[src/rtl/usb_pkg.sv]
`default_nettype none
// ============================================================================
// Module : usb_pkg
// Brief  : Shared PID encodings, sequencer states and defaults for usb_xfer_ctrl.
// Rev    : 1.0
// ============================================================================
package usb_pkg;

  localparam int TIMEOUT_CYCLES_DEF = 162;
  localparam int MAX_PKT_DEF        = 64;

  typedef enum logic [2:0] {
    RX_NONE  = 3'd0,
    RX_OUT   = 3'd1,
    RX_IN    = 3'd2,
    RX_DATA0 = 3'd3,
    RX_DATA1 = 3'd4,
    RX_ACK   = 3'd5,
    RX_NAK   = 3'd6,
    RX_STALL = 3'd7
  } rx_pid_t;

  typedef enum logic [2:0] {
    TX_NONE  = 3'd0,
    TX_DATA0 = 3'd1,
    TX_DATA1 = 3'd2,
    TX_ACK   = 3'd3,
    TX_NAK   = 3'd4,
    TX_STALL = 3'd5
  } tx_pid_t;

  typedef enum logic [1:0] {
    ST_IDLE     = 2'd0,
    ST_OUT_DATA = 2'd1,
    ST_TX_WAIT  = 2'd2,
    ST_IN_ACK   = 2'd3
  } state_t;

endpackage
`default_nettype wire

[src/rtl/usb_timeout_timer.sv]
`default_nettype none
// ============================================================================
// Module : usb_timeout_timer
// Brief  : Saturating turnaround counter; expired once TIMEOUT_CYCLES idle clocks elapse.
// Rev    : 1.0
// ============================================================================
module usb_timeout_timer #(
  parameter int TIMEOUT_CYCLES = 162
) (
  input  logic clk,
  input  logic rst,
  input  logic clear,
  input  logic run,
  output logic expired
);

  localparam int CNT_W = $clog2(TIMEOUT_CYCLES + 1);
  localparam logic [CNT_W-1:0] C_LIMIT = CNT_W'(TIMEOUT_CYCLES);

  logic [CNT_W-1:0] r_count;

  always_ff @(posedge clk or posedge rst) begin
    if (rst) begin
      r_count <= '0;
    end else if (clear) begin
      r_count <= '0;
    end else if (run && (r_count != C_LIMIT)) begin
      r_count <= r_count + CNT_W'(1);
    end
  end

  assign expired = (r_count == C_LIMIT);

endmodule
`default_nettype wire

[src/rtl/usb_xfer_ctrl.sv]
`default_nettype none
// ============================================================================
// Module : usb_xfer_ctrl
// Brief  : Endpoint transaction sequencer: token decode, handshake launch, toggles, timeouts.
// Rev    : 1.0
// ============================================================================
module usb_xfer_ctrl
  import usb_pkg::*;
#(
  parameter int TIMEOUT_CYCLES = TIMEOUT_CYCLES_DEF,
  parameter int MAX_PKT        = MAX_PKT_DEF
) (
  input  logic                           clk,
  input  logic                           rst,
  input  logic [2:0]                     rx_packet,
  input  logic                           rx_data_ready,
  input  logic                           rx_transfer_active,
  input  logic                           rx_error,
  input  logic                           tx_transfer_active,
  input  logic                           tx_error,
  input  logic [$clog2(MAX_PKT+1)-1:0]   buffer_occupancy,
  input  logic                           tx_data_valid,
  input  logic                           stall_en,
  input  logic                           toggle_reset,
  output logic [2:0]                     tx_packet,
  output logic                           tx_start,
  output logic                           rx_store_en,
  output logic                           clear,
  output logic                           xfer_done,
  output logic                           xfer_dir,
  output logic                           xfer_err
);

  localparam logic [2:0] C_TX_RISE_LIMIT = 3'd4;

  state_t     r_state,     w_state;
  tx_pid_t    r_tx_packet, w_tx_packet;
  logic       r_tx_start,  w_tx_start;
  logic       r_store,     w_store;
  logic       r_clear,     w_clear;
  logic       r_done,      w_done;
  logic       r_dir,       w_dir;
  logic       r_err,       w_err;
  logic       r_out_tog,   w_out_tog;
  logic       r_in_tog,    w_in_tog;
  logic [2:0] r_tx_cnt,    w_tx_cnt;
  logic       r_tx_seen,   w_tx_seen;
  logic       r_tx_data,   w_tx_data;
  logic       r_tx_in,     w_tx_in;

  rx_pid_t    w_pid;
  logic       w_is_data;
  logic       w_data_bit;
  logic       w_expired;
  logic       w_timer_clear;
  logic       w_timer_run;

  assign w_pid      = rx_pid_t'(rx_packet);
  assign w_is_data  = (w_pid == RX_DATA0) || (w_pid == RX_DATA1);
  assign w_data_bit = (w_pid == RX_DATA1);

  assign w_timer_clear = (w_state != r_state);
  assign w_timer_run   = ((r_state == ST_OUT_DATA) || (r_state == ST_IN_ACK)) && !rx_transfer_active;

  usb_timeout_timer #(
    .TIMEOUT_CYCLES(TIMEOUT_CYCLES)
  ) u_timer (
    .clk    (clk),
    .rst    (rst),
    .clear  (w_timer_clear),
    .run    (w_timer_run),
    .expired(w_expired)
  );

  always_ff @(posedge clk or posedge rst) begin
    if (rst) begin
      r_state     <= ST_IDLE;
      r_tx_packet <= TX_NONE;
      r_tx_start  <= 1'b0;
      r_store     <= 1'b0;
      r_clear     <= 1'b0;
      r_done      <= 1'b0;
      r_dir       <= 1'b0;
      r_err       <= 1'b0;
      r_out_tog   <= 1'b0;
      r_in_tog    <= 1'b0;
      r_tx_cnt    <= 3'd0;
      r_tx_seen   <= 1'b0;
      r_tx_data   <= 1'b0;
      r_tx_in     <= 1'b0;
    end else begin
      r_state     <= w_state;
      r_tx_packet <= w_tx_packet;
      r_tx_start  <= w_tx_start;
      r_store     <= w_store;
      r_clear     <= w_clear;
      r_done      <= w_done;
      r_dir       <= w_dir;
      r_err       <= w_err;
      r_out_tog   <= w_out_tog;
      r_in_tog    <= w_in_tog;
      r_tx_cnt    <= w_tx_cnt;
      r_tx_seen   <= w_tx_seen;
      r_tx_data   <= w_tx_data;
      r_tx_in     <= w_tx_in;
    end
  end

  always_comb begin
    w_state     = r_state;
    w_tx_packet = r_tx_packet;
    w_tx_start  = 1'b0;
    w_store     = r_store;
    w_clear     = 1'b0;
    w_done      = 1'b0;
    w_dir       = r_dir;
    w_err       = 1'b0;
    w_out_tog   = r_out_tog;
    w_in_tog    = r_in_tog;
    w_tx_cnt    = (r_tx_cnt == C_TX_RISE_LIMIT) ? r_tx_cnt : r_tx_cnt + 3'd1;
    w_tx_seen   = r_tx_seen | tx_transfer_active;
    w_tx_data   = r_tx_data;
    w_tx_in     = r_tx_in;

    unique case (r_state)
      ST_IDLE: begin
        if (rx_data_ready && (w_pid == RX_OUT)) begin
          w_store = (buffer_occupancy == '0) && !stall_en;
          w_state = ST_OUT_DATA;
        end else if (rx_data_ready && (w_pid == RX_IN)) begin
          w_tx_start = 1'b1;
          w_state    = ST_TX_WAIT;
          w_tx_cnt   = 3'd0;
          w_tx_seen  = 1'b0;
          w_tx_in    = 1'b1;
          w_tx_data  = !stall_en && tx_data_valid;
          if (stall_en)           w_tx_packet = TX_STALL;
          else if (tx_data_valid) w_tx_packet = r_in_tog ? TX_DATA1 : TX_DATA0;
          else                    w_tx_packet = TX_NAK;
        end
      end

      ST_OUT_DATA: begin
        if (rx_error) begin
          w_clear = r_store;
          w_err   = 1'b1;
          w_dir   = 1'b0;
          w_store = 1'b0;
          w_state = ST_IDLE;
        end else if (rx_data_ready && w_is_data) begin
          w_store    = 1'b0;
          w_tx_start = 1'b1;
          w_state    = ST_TX_WAIT;
          w_tx_cnt   = 3'd0;
          w_tx_seen  = 1'b0;
          w_tx_in    = 1'b0;
          w_tx_data  = 1'b0;
          if (!r_store) begin
            w_tx_packet = stall_en ? TX_STALL : TX_NAK;
          end else if (w_data_bit == r_out_tog) begin
            w_tx_packet = TX_ACK;
            w_out_tog   = ~r_out_tog;
            w_done      = 1'b1;
            w_dir       = 1'b0;
          end else begin
            // Host missed our ACK and resent; re-ACK and drop the duplicate payload.
            w_tx_packet = TX_ACK;
            w_clear     = 1'b1;
          end
        end else if (w_expired) begin
          w_err   = 1'b1;
          w_dir   = 1'b0;
          w_store = 1'b0;
          w_state = ST_IDLE;
        end
      end

      ST_TX_WAIT: begin
        if (tx_error || (!r_tx_seen && !tx_transfer_active && (r_tx_cnt == C_TX_RISE_LIMIT))) begin
          w_err       = 1'b1;
          w_dir       = r_tx_in;
          w_tx_packet = TX_NONE;
          w_state     = ST_IDLE;
        end else if (r_tx_seen && !tx_transfer_active) begin
          w_tx_packet = TX_NONE;
          w_state     = r_tx_data ? ST_IN_ACK : ST_IDLE;
        end
      end

      ST_IN_ACK: begin
        if (rx_error || (rx_data_ready && (w_pid != RX_ACK)) || (!rx_data_ready && w_expired)) begin
          w_err   = 1'b1;
          w_dir   = 1'b1;
          w_clear = 1'b1;
          w_state = ST_IDLE;
        end else if (rx_data_ready) begin
          w_in_tog = ~r_in_tog;
          w_done   = 1'b1;
          w_dir    = 1'b1;
          w_state  = ST_IDLE;
        end
      end

      default: w_state = ST_IDLE;
    endcase

    if (toggle_reset) begin
      w_out_tog = 1'b0;
      w_in_tog  = 1'b0;
    end
  end

  assign tx_packet   = r_tx_packet;
  assign tx_start    = r_tx_start;
  assign rx_store_en = r_store;
  assign clear       = r_clear;
  assign xfer_done   = r_done;
  assign xfer_dir    = r_dir;
  assign xfer_err    = r_err;

endmodule
`default_nettype wire

[config.mk]
export PLATFORM = sky130hd
export DESIGN_NAME = usb_xfer_ctrl
export DESIGN_NICKNAME = d
export VERILOG_FILES = /design/src/rtl/usb_pkg.sv /design/src/rtl/usb_timeout_timer.sv /design/src/rtl/usb_xfer_ctrl.sv
export SDC_FILE = /design/constraint.sdc
export NUM_CORES = 1
export LEC_CHECK = 0
export CAP_MARGIN = 5
export CORE_MARGIN = 8
export CORE_UTILIZATION = 40
export DETAILED_ROUTE_END_ITERATION = 8
export GPL_TIMING_DRIVEN = 0
export PLACE_DENSITY = 0.71
export SYNTH_ARGS = -nofsm -noshare
export SYNTH_HDL_FRONTEND = slang
export SYNTH_HIERARCHICAL = 1
export SYNTH_SLANG_ARGS = --single-unit
[constraint.sdc]
create_clock -name clk -period 7 [get_ports clk]
set_input_delay 2.1 -clock clk [delete_from_list [all_inputs] [get_ports clk]]
set_output_delay 2.1 -clock clk [all_outputs]
set_load 0.03 [all_outputs]
# Word level (Yosys, flattened, before mapping)
# Cells that the tools add are included.
dict set report totals {
  input_bits 20
  register_bits 27
}
dict set report op_classes {
  bitwise_logic 3
  eq_ne 26
  add_sub_neg 2
  mux 90
  n_reduce_logical 40
}
# op count
set op_table {}
lappend op_table {{1-bit 2-to-1 mux} 51}
lappend op_table {{3-bit 2-to-1 mux} 14}
lappend op_table {{2-bit 2-to-1 mux} 11}
lappend op_table {{8-bit 2-to-1 mux} 2}
lappend op_table {{2-bit nonzero test} 8}
lappend op_table {{1-bit case mux with 2 select lines} 7}
lappend op_table {{1-bit logical AND} 12}
lappend op_table {{2-bit != test, second input constant} 6}
lappend op_table {{6-bit AND reduction} 2}
lappend op_table {{5-bit AND reduction} 2}
lappend op_table {{3-bit case mux with 3 select lines} 1}
lappend op_table {{8-bit by 1-bit adder with 8-bit output, second input constant} 1}
lappend op_table {{8-bit == test, second input constant} 1}
lappend op_table {{4-bit by 3-bit != test with 1-bit output, second input constant} 2}
lappend op_table {{8-bit != test, second input constant} 1}
lappend op_table {{2-bit case mux with 4 select lines} 1}
lappend op_table {{7-bit zero test} 1}
lappend op_table {{3-bit by 2-bit == test with 1-bit output, second input constant} 2}
lappend op_table {{3-bit == test, second input constant} 2}
lappend op_table {{3-bit != test, second input constant} 2}
lappend op_table {{1-bit case mux with 3 select lines} 2}
lappend op_table {{3-bit case mux with 2 select lines} 1}
lappend op_table {{3-bit AND reduction} 2}
lappend op_table {{3-bit nonzero test} 2}
lappend op_table {{other kinds (14)} 25}

# Depth between registers and ports, before layout
# Gate-level depths: netlist (run 1).
dict set report depth {
  depth_word 8
  mapped_depth 12
  ltp_nobuf 11
}

# Modules after synthesis
# The synthesis (run 1) kept the hierarchy.
# module seq_area_each_um2 area_per_inst_um2 instances cells_per_inst
set by_module_without_submodules {}
lappend by_module_without_submodules {usb_xfer_ctrl 475.5 1317.5 1 149}
lappend by_module_without_submodules {usb_timeout_timer 200.2 442.9 1 47}

# Least setup slack after synthesis (run 1)
# No wires, ideal clock.
dict set report synth_path {
  path_type {input to register}
  start {input port rx_packet[0]}
  end {register u_timer.r_count[0]}
  t_arrival_ns 3.718
  path_slack_ns 3.157
  setup_time_ns 0.125
  cell_stages 9
  required_ns 6.875
  cell_sequence {buf_2 -> and3b_1 -> o21ai_0 -> o21ai_0 -> mux2i_1 -> o2111ai_1 -> buf_1 -> nor2_1 -> mux2_4}
}
dict set report synth_between {
  elab_chain_cells 8
  elab_cells_between_ends 21
  classes_between {eq/ne (6); mux (7); reduce/logical (8)}
}
# item line
set synth_rtl {}
lappend synth_rtl {{from (decl)} usb_xfer_ctrl.sv:15} ;# input logic [2:0] rx_packet,
lappend synth_rtl {{3-bit by 2-bit == test with 1-bit output, or another cell as far along} usb_xfer_ctrl.sv:59} ;# assign w_is_data = (w_pid == RX_DATA0) || (w_pid == RX_DATA1);
lappend synth_rtl {{1-bit logical OR or 1-bit logical AND (tied branches)} {usb_xfer_ctrl.sv:59, usb_xfer_ctrl.sv:191}}
lappend synth_rtl {{1-bit logical AND or 1-bit logical OR (tied branches)} {usb_xfer_ctrl.sv:150, usb_xfer_ctrl.sv:191}}
lappend synth_rtl {{2-bit 2-to-1 mux or 1-bit logical OR (tied branches)} {usb_xfer_ctrl.sv:150, usb_xfer_ctrl.sv:191}}
lappend synth_rtl {{2-bit 2-to-1 mux (on tied branches)} {usb_xfer_ctrl.sv:144, usb_xfer_ctrl.sv:191}}
lappend synth_rtl {{2-bit case mux with 4 select lines (*)} usb_xfer_ctrl.sv:125} ;# unique case (r_state)
lappend synth_rtl {{2-bit != test (*)} usb_xfer_ctrl.sv:62} ;# assign w_timer_clear = (w_state != r_state);
lappend synth_rtl {{net w_timer_clear} usb_xfer_ctrl.sv:55} ;# logic w_timer_clear;
lappend synth_rtl {{8-bit 2-to-1 mux or 2-bit nonzero test (tied branches)} -}
lappend synth_rtl {{to (signal assigned)} usb_timeout_timer.sv:28} ;# r_count <= r_count + CNT_W'(1);
lappend synth_rtl {{to (decl)} usb_timeout_timer.sv:20} ;# logic [CNT_W-1:0] r_count;
# Mark *: on every way through the listed nets, which the timed path passes. The rest lies on a longest branch.
# A chain may end at the register's enable or synchronous reset.

# Worst setup path in the final report (run 1)
dict set report layout_path {
  start {input port rx_packet[1]}
  end {register u_timer.r_count[0]}
}
# The elaborated chain is that of the path after synthesis.

==> qor.yml, run 1 <==
run_status: "finished clean"
total_leakage_power_nw: 0.874
synthesis.instances: 196
worstSetupEndpointType: "flop"
cpLargestDelayFamily: "buffers and inverters"
synth_top_cells_by_area: "dfrtp_1 (38%), ha_1 (5.7%), nor2_1 (4.7%)"
routability_cong: 0.889
total_power_per_unit_cell_area_nw_per_um2: 285
cp.arrival_ns: 4.64
crit_path_cell_trace: "clkdlybuf4s50_1, and3b_1, o21ai_0, o21ai_0, mux2i_1, o2111ai_1, buf_1, nor2_1, mux2_4"
critical_path.reg2reg.endpoint: "u_timer/r_count[0]"
worst-r2r-setup-slack_ns: 4.12
netlist_top_cells_count: "dfrtp_1 (27), nor2_1 (22), nand2_1 (18)"
yosys_most_used_dff: "dfrtp_1"
detailedPlace.worstSlack_ns: 2.27
layout_setup_ws_ns: 2.54
filler_cell_count: 424
rr_worst_depth: 11
ctsLongestPathBuffers: 2
setup_total_negative_slack_ns: 0
netlist.top_cell.by_area: "dfrtp_1"
post-cts-setup-buffer-count: 0
initial_core_util_pct: 41.0
critical_path.most_common_cell: "o21ai_0"
maximum_fanout_along_the_worst_path: 9
critPathCapture: "u_timer/r_count[0]"
timing.final.setup_violations: 0
dp.final_hpwl_mm: 3.02
fin_crit_period_ns: 4.46
max_cap_violations: 0
critical_path.reg2reg.startpoint: "r_state[1]"
wirelength_mm: 3.92
flow.area_growth_from_synthesis_pct: 21.8
synth-seq-cells: 27
min_from: "r_tx_in"
htree_levels: 1
final_layout_size_suffix_gt1_share_pct: 9.69
drt_first_iter_violations: 78
fp-row-count: 24
holdCritPathClass: "reg2reg"
drc_errors: 0
antennaDiodeCount: 0
critical_path.startpoint_type: "input pin"
final_nets: 256
insertion_delay_ns: 0.28
die_height_um: 82.3
fin_crit_sh_pct: 63.7
tightest_slew_ns: 0.719
synth.most_common_cell: "dfrtp_1"
final_routed_wire_length_divided_by_cell_count_um: 14.1
cp_data_required_time_ns: 7.18
cts_tree: "done"
viasPerCell: 5.28
io_buffer_count: 27
yosysTopAreaCellShare_pct: 38.4
syn-cell-area_sq_um: 1760
grt_pass1_wl_mm: 6.75
ys_seq_area_share_pct: 38.4
yosysWarnings: 6
slew_headroom_pct: 52.0
cts.hold.buffers_added: 0
detailroute.via_count: 1474
worst_clock_skew_ns: 0.00392
path_clk_slew_ns: 0.10
antenna_found_initial: 0
timing_worst_setup_path_type: "in2reg"
cts.repair.resized: 0
first_pass_iters: 4
worst-path-buf-inv: 2
cts.root.buffer_cell: "clkbuf_8"
overflow: 0
boundaryPins: 29
peakVddDrop_uv: 224
avgSynthCellArea_sq_um: 8.98
synth_edf_count: 0
core_sq_um: 4290
critPathLaunch: "rx_packet[1]"
grt_max_degree: 20
cp_slowest_cell: "clkdlybuf4s50_1"
track_usage_pct: 12.6
async_reset_ff_share_pct: 100
die_area_sq_um: 6780
synth.net_count: 224
achievable-frequency_ghz: 0.224
via_count_of_the_first_global_routing_pass: 1502
finalMaxSlewViolations: 0
antenna_violating_nets_post_route: 0
die_w_um: 82.3
final-hold-violation-count: 0
numClockSinks: 27
critPathMaxStageDelay_ns: 0.55
path_depth: 9
synthDistinctLibCells: 44
rsz_0062_raised_after_global_routing: "no"
cts_inserted_buffers: 3
-- per-stage QoR --
step / power (mW) / instance area [sq um] / hold WS [ns] / utilization [%] / cells
after floorplan: 0.442 / 1760 / 0.481 / - / 196
after global placement: 0.515 / 2100 / 0.490 / 48.8 / 275
after detailed placement: 0.519 / 2100 / 0.500 / 48.8 / 275
after CTS: 0.617 / 2140 / 0.526 / 49.9 / 279
after global routing: 0.657 / 2140 / 0.538 / 49.9 / 279
final: 0.611 / 2140 / 0.518 / 49.9 / 279
-- worst min path at each step --
stage	endpoint	slack, ns	cells past startpoint
global placement	r_tx_in	0.49	1
CTS	r_tx_in	0.53	1
detailed placement	tx_packet[1]	0.50	1
floorplan	r_tx_in	0.48	1
global route	tx_packet[2]	0.54	1
finish	r_tx_in	0.52	1
-- sequential cells by signal, indices dropped and copies added, names as in the netlist --
register / flops
u_timer/r_count: 8
r_tx_cnt: 3
tx_packet: 3
r_state: 2
clear: 1
r_in_tog: 1
r_out_tog: 1
r_tx_data: 1
r_tx_in: 1
r_tx_seen: 1
rx_store_en: 1
tx_start: 1
xfer_dir: 1
xfer_done: 1
xfer_err: 1
-- report_power, final --
group | internal (mW) | total [mW] | switching, mW | leakage (nW)
Combinational | 0.135 | 0.295 | 0.160 | 0.501
Clock | 0.0406 | 0.0938 | 0.0532 | 0.0217
Sequential | 0.191 | 0.223 | 0.0315 | 0.352
-- placed cells by master, fill, tap and decap left out, types with 3 or more instances in the layout --
master	count
nor2b_1	7
mux2i_1	4
nand2b_1	3
clkbuf_8	3
nor3b_1	3
ha_1	8
or3_1	3
dfrtp_1	27
nor2_1	22
nor3_1	4
clkdlybuf4s50_1	27
xor2_1	3
nand3b_1	3
o21ai_0	15
a21oi_1	12
nand3_1	8
nand2_1	18
nand4_1	3
mux2_2	6
inv_1	12
-- kinds of logic (layout without fill, tap and decap cells) --
logic type / Yosys count / in the layout / share of synthesized area (%)
adder cells (fa/ha/maj): 8 / 8 / 5.69
multiplexers: 11 / 11 / 6.96
AND/OR/NAND/NOR: 88 / 88 / 28.6
XOR/XNOR: 5 / 5 / 2.49
flip-flops: 27 / 27 / 38.4
AO/OA/AOI/OAI: 40 / 40 / 14.1
buffers and inverters: 17 / 48 / 3.77
-- area by class of cell --
class	count	area (sq um)	area share, %
Multi-Input combinational cell	152	1020	47.5
Sequential cell	27	676	31.5
Inverter	12	45.0	2.10
Clock buffer	3	41.3	1.93
Clock inverter	1	7.51	0.350
Tap cell	52	65.1	3.03
Timing Repair Buffer	27	270	12.6
Buffer	5	21.3	0.992
-- per-layer routing --
| metal | routed length [um] | vias up | track usage [%] | share of wire, % |
|---|---|---|---|---|
| met5 | 0 | - | 0 | 0 |
| met4 | 71 | 0 | 4.04 | 1.8 |
| met3 | 189 | 9 | 3.35 | 4.8 |
| met2 | 1890 | 27 | 21.1 | 48 |
| met1 | 1780 | 688 | 15.4 | 45 |
| li1 | - | 750 | - | - |
Power figures use the tool's default switching activity.
==> run 2, diff against run 1 <==
Settings changed: PLACE_DENSITY 0.71 to 0.73.
Clock period 7 ns to 4.05 ns, I/O delays scaled along.
==> qor.yml, run 2 (synthesized netlist as in run 1, its figures left out) <==
critPathLaunch: "rx_packet[1]"
crit_path_cell_trace: "clkdlybuf4s50_1, and3b_1, o21ai_0, o21ai_0, mux2i_1, o2111ai_1, buf_1, nor2_1, mux2_4"
timing.final.setup_violations: 0  # unchanged
first_pass_iters: 4  # unchanged
die_height_um: 82.3  # unchanged
antenna_found_initial: 0  # unchanged
post-cts-setup-buffer-count: 0  # unchanged
sequential_cell_area_sq_um: 676  # unchanged
min_from: "r_tx_in"
boundaryPins: 29  # unchanged
fin_crit_period_ns: 3.60
die_area_sq_um: 6780  # unchanged
critical_path.most_common_cell: "o21ai_0"
cp_data_required_time_ns: 4.22  # -2.96 ns
routability_cong: 0.884  # -0.64%
flow.area_growth_from_synthesis_pct: 21.7
die_w_um: 82.3  # unchanged
setup_total_negative_slack_ns: 0  # unchanged
htree_levels: 1  # unchanged
run_status: "finished clean"
final_layout_size_suffix_gt1_share_pct: 9.69  # unchanged
total_power_per_unit_cell_area_nw_per_um2: 491  # +72%
numClockSinks: 27  # unchanged
worstSetupEndpointType: "flop"
grt_pass1_wl_mm: 6.57  # -2.7%
cts.repair.resized: 0  # unchanged
critical_path.reg2reg.startpoint: "r_state[1]"
tightest_slew_ns: 0.753  # +0.0345 ns
antenna_violating_nets_post_route: 0  # unchanged
overflow: 0  # unchanged
rsz_0062_raised_after_global_routing: "no"
cts.hold.buffers_added: 0  # unchanged
footprint_of_the_multi_input_gates_sq_um: 1020  # unchanged
detailroute.via_count: 1464  # -0.68%
cp.arrival_ns: 3.77  # -0.87 ns
initial_core_util_pct: 41.0  # unchanged
peakVddDrop_uv: 341  # +52%
timing_worst_setup_path_type: "in2reg"
register_bank_with_the_most_flops: "u_timer/r_count"
maximum_fanout_along_the_worst_path: 9  # unchanged
filler_cell_count: 426  # +0.47%
finalMaxSlewViolations: 0  # unchanged
path_clk_slew_ns: 0.10  # about the same
grt_max_degree: 20  # unchanged
max_cap_violations: 0  # unchanged
fp-row-count: 24  # unchanged
core_sq_um: 4290  # unchanged
via_count_of_the_first_global_routing_pass: 1480  # -1.5%
antennaDiodeCount: 0  # unchanged
worst_clock_skew_ns: 0.00771  # +0.00379 ns
holdCritPathClass: "reg2reg"
viasPerCell: 5.25  # -0.68%
cts.root.buffer_cell: "clkbuf_8"
dp.final_hpwl_mm: 3.02  # -0.23%
final_routed_wire_length_divided_by_cell_count_um: 14.1  # about the same
slew_headroom_pct: 49.7  # -2.3 points
largest_register_ffs: 8  # unchanged
drc_errors: 0  # unchanged
cp_slowest_cell: "clkdlybuf4s50_1"
critical_path.startpoint_type: "input pin"
final_cell_mix: "dfrtp_1 (27), clkdlybuf4s50_1 (27), nor2_1 (22)"
track_usage_pct: 12.3  # -0.32 points
fin_crit_sh_pct: 88.9
final_nets: 256  # unchanged
cts_inserted_buffers: 3  # unchanged
cts_tree: "done"
drt_first_iter_violations: 70  # -10%
achievable-frequency_ghz: 0.278
critPathMaxStageDelay_ns: 0.55  # about the same
io_buffer_count: 27  # unchanged
totalPowerFinal_mw: 1.05  # +72%
wirelength_mm: 3.93  # about the same
final-hold-violation-count: 0  # unchanged
insertion_delay_ns: 0.28  # about the same
total_leakage_power_nw: 0.878  # +0.43%
ctsLongestPathBuffers: 2  # unchanged
[run 2: changes by cell type in the layout (fill, tap and decap cells not counted), sizes merged]
| cell | previous run | this run |
|---|---|---|
| clkinv | 0 | 1 |
| clkinvlp | 1 | 0 |
[run 2: metrics by stage]
stage | cell area, sq um | utilization, % | setup slack (ns) | instances | hold WS (ns)
after floorplan | 1760 | - | 1.09 | 196 | 0.481
after global placement | 2100 | 48.8 | 0.137 | 275 | 0.494
after detailed placement | 2100 | 48.8 | 0.148 | 275 | 0.500
after CTS | 2140 | 49.9 | 0.440 | 279 | 0.524
after global routing | 2140 | 49.9 | 0.286 | 279 | 0.537
final | 2140 | 49.9 | 0.450 | 279 | 0.516
[run 2: power breakdown]
| part | total, mW | switching (mW) | internal, mW |
|---|---|---|---|
| Sequential | 0.385 | 0.0550 | 0.330 |
| Clock | 0.157 | 0.0883 | 0.0691 |
| Combinational | 0.509 | 0.277 | 0.232 |
| Total | 1.05 | 0.420 | 0.632 |
[run 2: path summary, 6_finish.rpt]
check | end | slack, ns | cells after the start
min reg2reg | r_tx_in | 0.52 | 1
max reg2reg | u_timer/r_count[0] | 1.16 | 11
min in group asynchronous | u_timer/r_count[3] | 1.20 | 2
max | u_timer/r_count[0] | 0.45 | 9
min | r_tx_in | 0.52 | 1
max in group asynchronous | r_tx_data | 2.18 | 2
[run 2: layout make-up]
| class | count | share of cell area, % |
|---|---|---|
| plain buffers | 5 | 0.993 |
| clock buffers | 3 | 1.93 |
| clock inverters | 1 | 0.234 |
| inverters | 12 | 2.10 |
| multi-input cells | 152 | 47.5 |
| flip-flops and latches | 27 | 31.5 |
| well taps | 52 | 3.04 |
| repair buffers | 27 | 12.6 |
[run 2: routing by layer]
metal,GRT usage [%],wire [um],up-vias
met5,0,0,-
met4,2.46,25,0
li1,-,-,751
met1,14.8,1840,686
met3,3.35,175,4
met2,21.5,1890,23
[run 2: critical path: cells and delay by family]
family / cells / cell delay (ns)
AOI/OAI and AO/OA: 3 / 0.85
buffers and inverters: 2 / 0.93
and+or+nand+nor: 2 / 0.34
muxes: 2 / 0.44
==> run 3, diff against run 2 <==
Settings changed: CTS_CLUSTER_DIAMETER set to 100, PLACE_DENSITY 0.73 to unset, PLACE_DENSITY_LB_ADDON set to 0.15.
==> qor.yml, run 3 (synthesized netlist as in run 1, its figures left out) <==
worstSetupEndpointType: "flop"
wirelength_mm: 4.13  # +5.2%
die_w_um: 82.3  # unchanged
slew_headroom_pct: 48.2  # -1.5 points
viasPerCell: 5.28  # +0.55%
p_int_mw: 0.632  # about the same
core_sq_um: 4290  # unchanged
maximum_fanout_along_the_worst_path: 9  # unchanged
fin_crit_sh_pct: 89.4  # +0.50 points
cpLargestDelayFamily: "buffers and inverters"
rsz_0062_raised_after_global_routing: "no"
ctsLongestPathBuffers: 2  # unchanged
grt_pass1_wl_mm: 7.08  # +7.8%
power.sequential.fraction_pct: 36.1  # -0.5 points
die_area_sq_um: 6780  # unchanged
via_count_of_the_first_global_routing_pass: 1456  # -1.6%
post-cts-setup-buffer-count: 0  # unchanged
detailroute.via_count: 1472  # +0.55%
cp.arrival_ns: 3.80  # +0.03 ns
crit_path_cell_trace: "clkdlybuf4s50_1, and3b_1, o21ai_0, o21ai_0, mux2i_1, o2111ai_1, buf_1, nor2_1, mux2_4"
io_buffer_count: 27  # unchanged
sequential_cell_area_sq_um: 676  # unchanged
fp-row-count: 24  # unchanged
filler_cell_count: 446  # +4.7%
worst-r2r-setup-slack_ns: 1.07  # -0.09 ns
setup_total_negative_slack_ns: 0  # unchanged
critical_path.reg2reg.endpoint: "u_timer/r_count[0]"
htree_levels: 1  # unchanged
achievable-frequency_ghz: 0.276  # -0.56%
final_layout_size_suffix_gt1_share_pct: 9.69  # unchanged
worst_clock_skew_ns: 0.00663  # -0.00108 ns
final_routed_wire_length_divided_by_cell_count_um: 14.8  # +5.2%
cts_inserted_buffers: 3  # unchanged
timing.final.setup_violations: 0  # unchanged
flow.area_growth_from_synthesis_pct: 21.7  # unchanged
grt_max_degree: 20  # unchanged
final_nets: 256  # unchanged
cts_tree: "done"
boundaryPins: 29  # unchanged
run_status: "finished clean"
antenna_violating_nets_post_route: 0  # unchanged
max_cap_violations: 0  # unchanged
final-hold-violation-count: 0  # unchanged
fin_crit_period_ns: 3.62  # +0.0202 ns
critical_path.reg2reg.startpoint: "r_state[1]"
total_power_per_unit_cell_area_nw_per_um2: 495  # +0.79%
hold_slack_ns: 0.510  # -0.00590 ns
switch_pwr_mw: 0.428  # +1.9%
cp_slowest_cell: "clkdlybuf4s50_1"
worst-path-buf-inv: 2  # unchanged
finalMaxSlewViolations: 0  # unchanged
critical_path.most_common_cell: "o21ai_0"
initial_core_util_pct: 41.0  # unchanged
total_leakage_power_nw: 0.878  # unchanged
share_clk_of_total_power_pct: 15.0  # about the same
insertion_delay_ns: 0.28  # about the same
cts.repair.resized: 0  # unchanged
routability_cong: 0.866  # -2.0%
register_bank_with_the_most_flops: "u_timer/r_count"
min_from: "tx_packet[2]"
overflow: 0  # unchanged
path_clk_slew_ns: 0.10  # about the same
rr_worst_depth: 11  # unchanged
critical_path.startpoint_type: "input pin"
largest_register_ffs: 8  # unchanged
numClockSinks: 27  # unchanged
drc_errors: 0  # unchanged
drt_first_iter_violations: 68  # -2.9%
tightest_slew_ns: 0.776  # +0.0225 ns
antenna_found_initial: 0  # unchanged
timing_worst_setup_path_type: "in2reg"
hold_depth: 1  # unchanged
logic_gate_share_of_total_power_pct: 48.9  # +0.5 points
cts.root.buffer_cell: "clkbuf_8"
track_usage_pct: 13.4  # +1.1 points
dp.final_hpwl_mm: 3.15  # +4.5%
proportion_of_total_power_due_to_net_switching_pct: 40.4  # +0.45 points
antennaDiodeCount: 0  # unchanged
critPathMaxStageDelay_ns: 0.54  # about the same
hold_path_end: "tx_packet[2]"
final_cell_mix: "dfrtp_1 (27), clkdlybuf4s50_1 (27), nor2_1 (22)"
die_height_um: 82.3  # unchanged
peakVddDrop_uv: 286  # -16%
first_pass_iters: 6  # +2
cp_data_required_time_ns: 4.22  # about the same
footprint_of_the_multi_input_gates_sq_um: 1020  # unchanged
cts.hold.buffers_added: 0  # unchanged
holdCritPathClass: "reg2reg"
[run 3: cell counts in the layout (fill, tap and decap cells not counted)]
No cell type changed its count.
[run 3: worst max-delay path by stage]
stage / cells past startpoint / startpoint / slack, ns / to
after floorplan: 9 / rx_packet[0] / 1.09 / u_timer/r_count[0]
after CTS: 9 / rx_packet[1] / 0.50 / u_timer/r_count[0]
after global routing: 9 / rx_packet[1] / 0.09 / u_timer/r_count[0]
after detailed placement: 9 / rx_packet[1] / 0.19 / u_timer/r_count[0]
after global placement: 9 / rx_packet[1] / 0.15 / u_timer/r_count[0]
final: 9 / rx_packet[1] / 0.43 / u_timer/r_count[0]
[run 3: per-stage QoR]
| stage | cells | utilization [%] | setup WS, ns | total power [mW] | area, sq um |
|---|---|---|---|---|---|
| 4_1_cts | 279 | 49.9 | 0.500 | 1.07 | 2140 |
| 5_1_grt | 279 | 49.9 | 0.0868 | 1.15 | 2140 |
| 6_report | 279 | 49.9 | 0.430 | 1.06 | 2140 |
| 3_5_place_dp | 275 | 48.8 | 0.191 | 0.910 | 2100 |
| 2_1_floorplan | 196 | - | 1.09 | 0.763 | 1760 |
| 3_3_place_gp | 275 | 48.8 | 0.152 | 0.902 | 2100 |
[run 3: power groups by stage]
stage | Clock [mW] | Combinational (mW) | Sequential (mW)
floorplan | 0 | 0.354 | 0.410
global placement | 0 | 0.515 | 0.386
global route | 0.178 | 0.584 | 0.393
detailed placement | 0 | 0.523 | 0.387
finish | 0.159 | 0.518 | 0.383
CTS | 0.167 | 0.524 | 0.383
[run 3: layout make-up]
type	instances	share of cell area, %
inverters	12	2.10
flip-flops and latches	27	31.5
multi-input cells	152	47.5
clock inverters	1	0.234
repair buffers	27	12.6
well taps	52	3.04
plain buffers	5	0.993
clock buffers	3	1.93
[run 3: layer usage]
metal	track usage, %	part of all wire, %	up-vias
li1	-	-	746
met1	17.9	49	699
met2	21.0	46	23
met3	3.14	3.5	4
met4	3.68	0.94	0
met5	0	0	-
[run 3: worst reg2reg max path, stage by stage, from the launching register on]
cell and delay, ns:
dfrtp_1 0.48, inv_1 0.15, ha_1 0.17, clkbuf_1 0.38, and3b_1 0.26, o21ai_0 0.21, o21ai_0 0.23, mux2i_1 0.12
o2111ai_1 0.15, buf_1 0.38, nor2_1 0.07, mux2_4 0.27
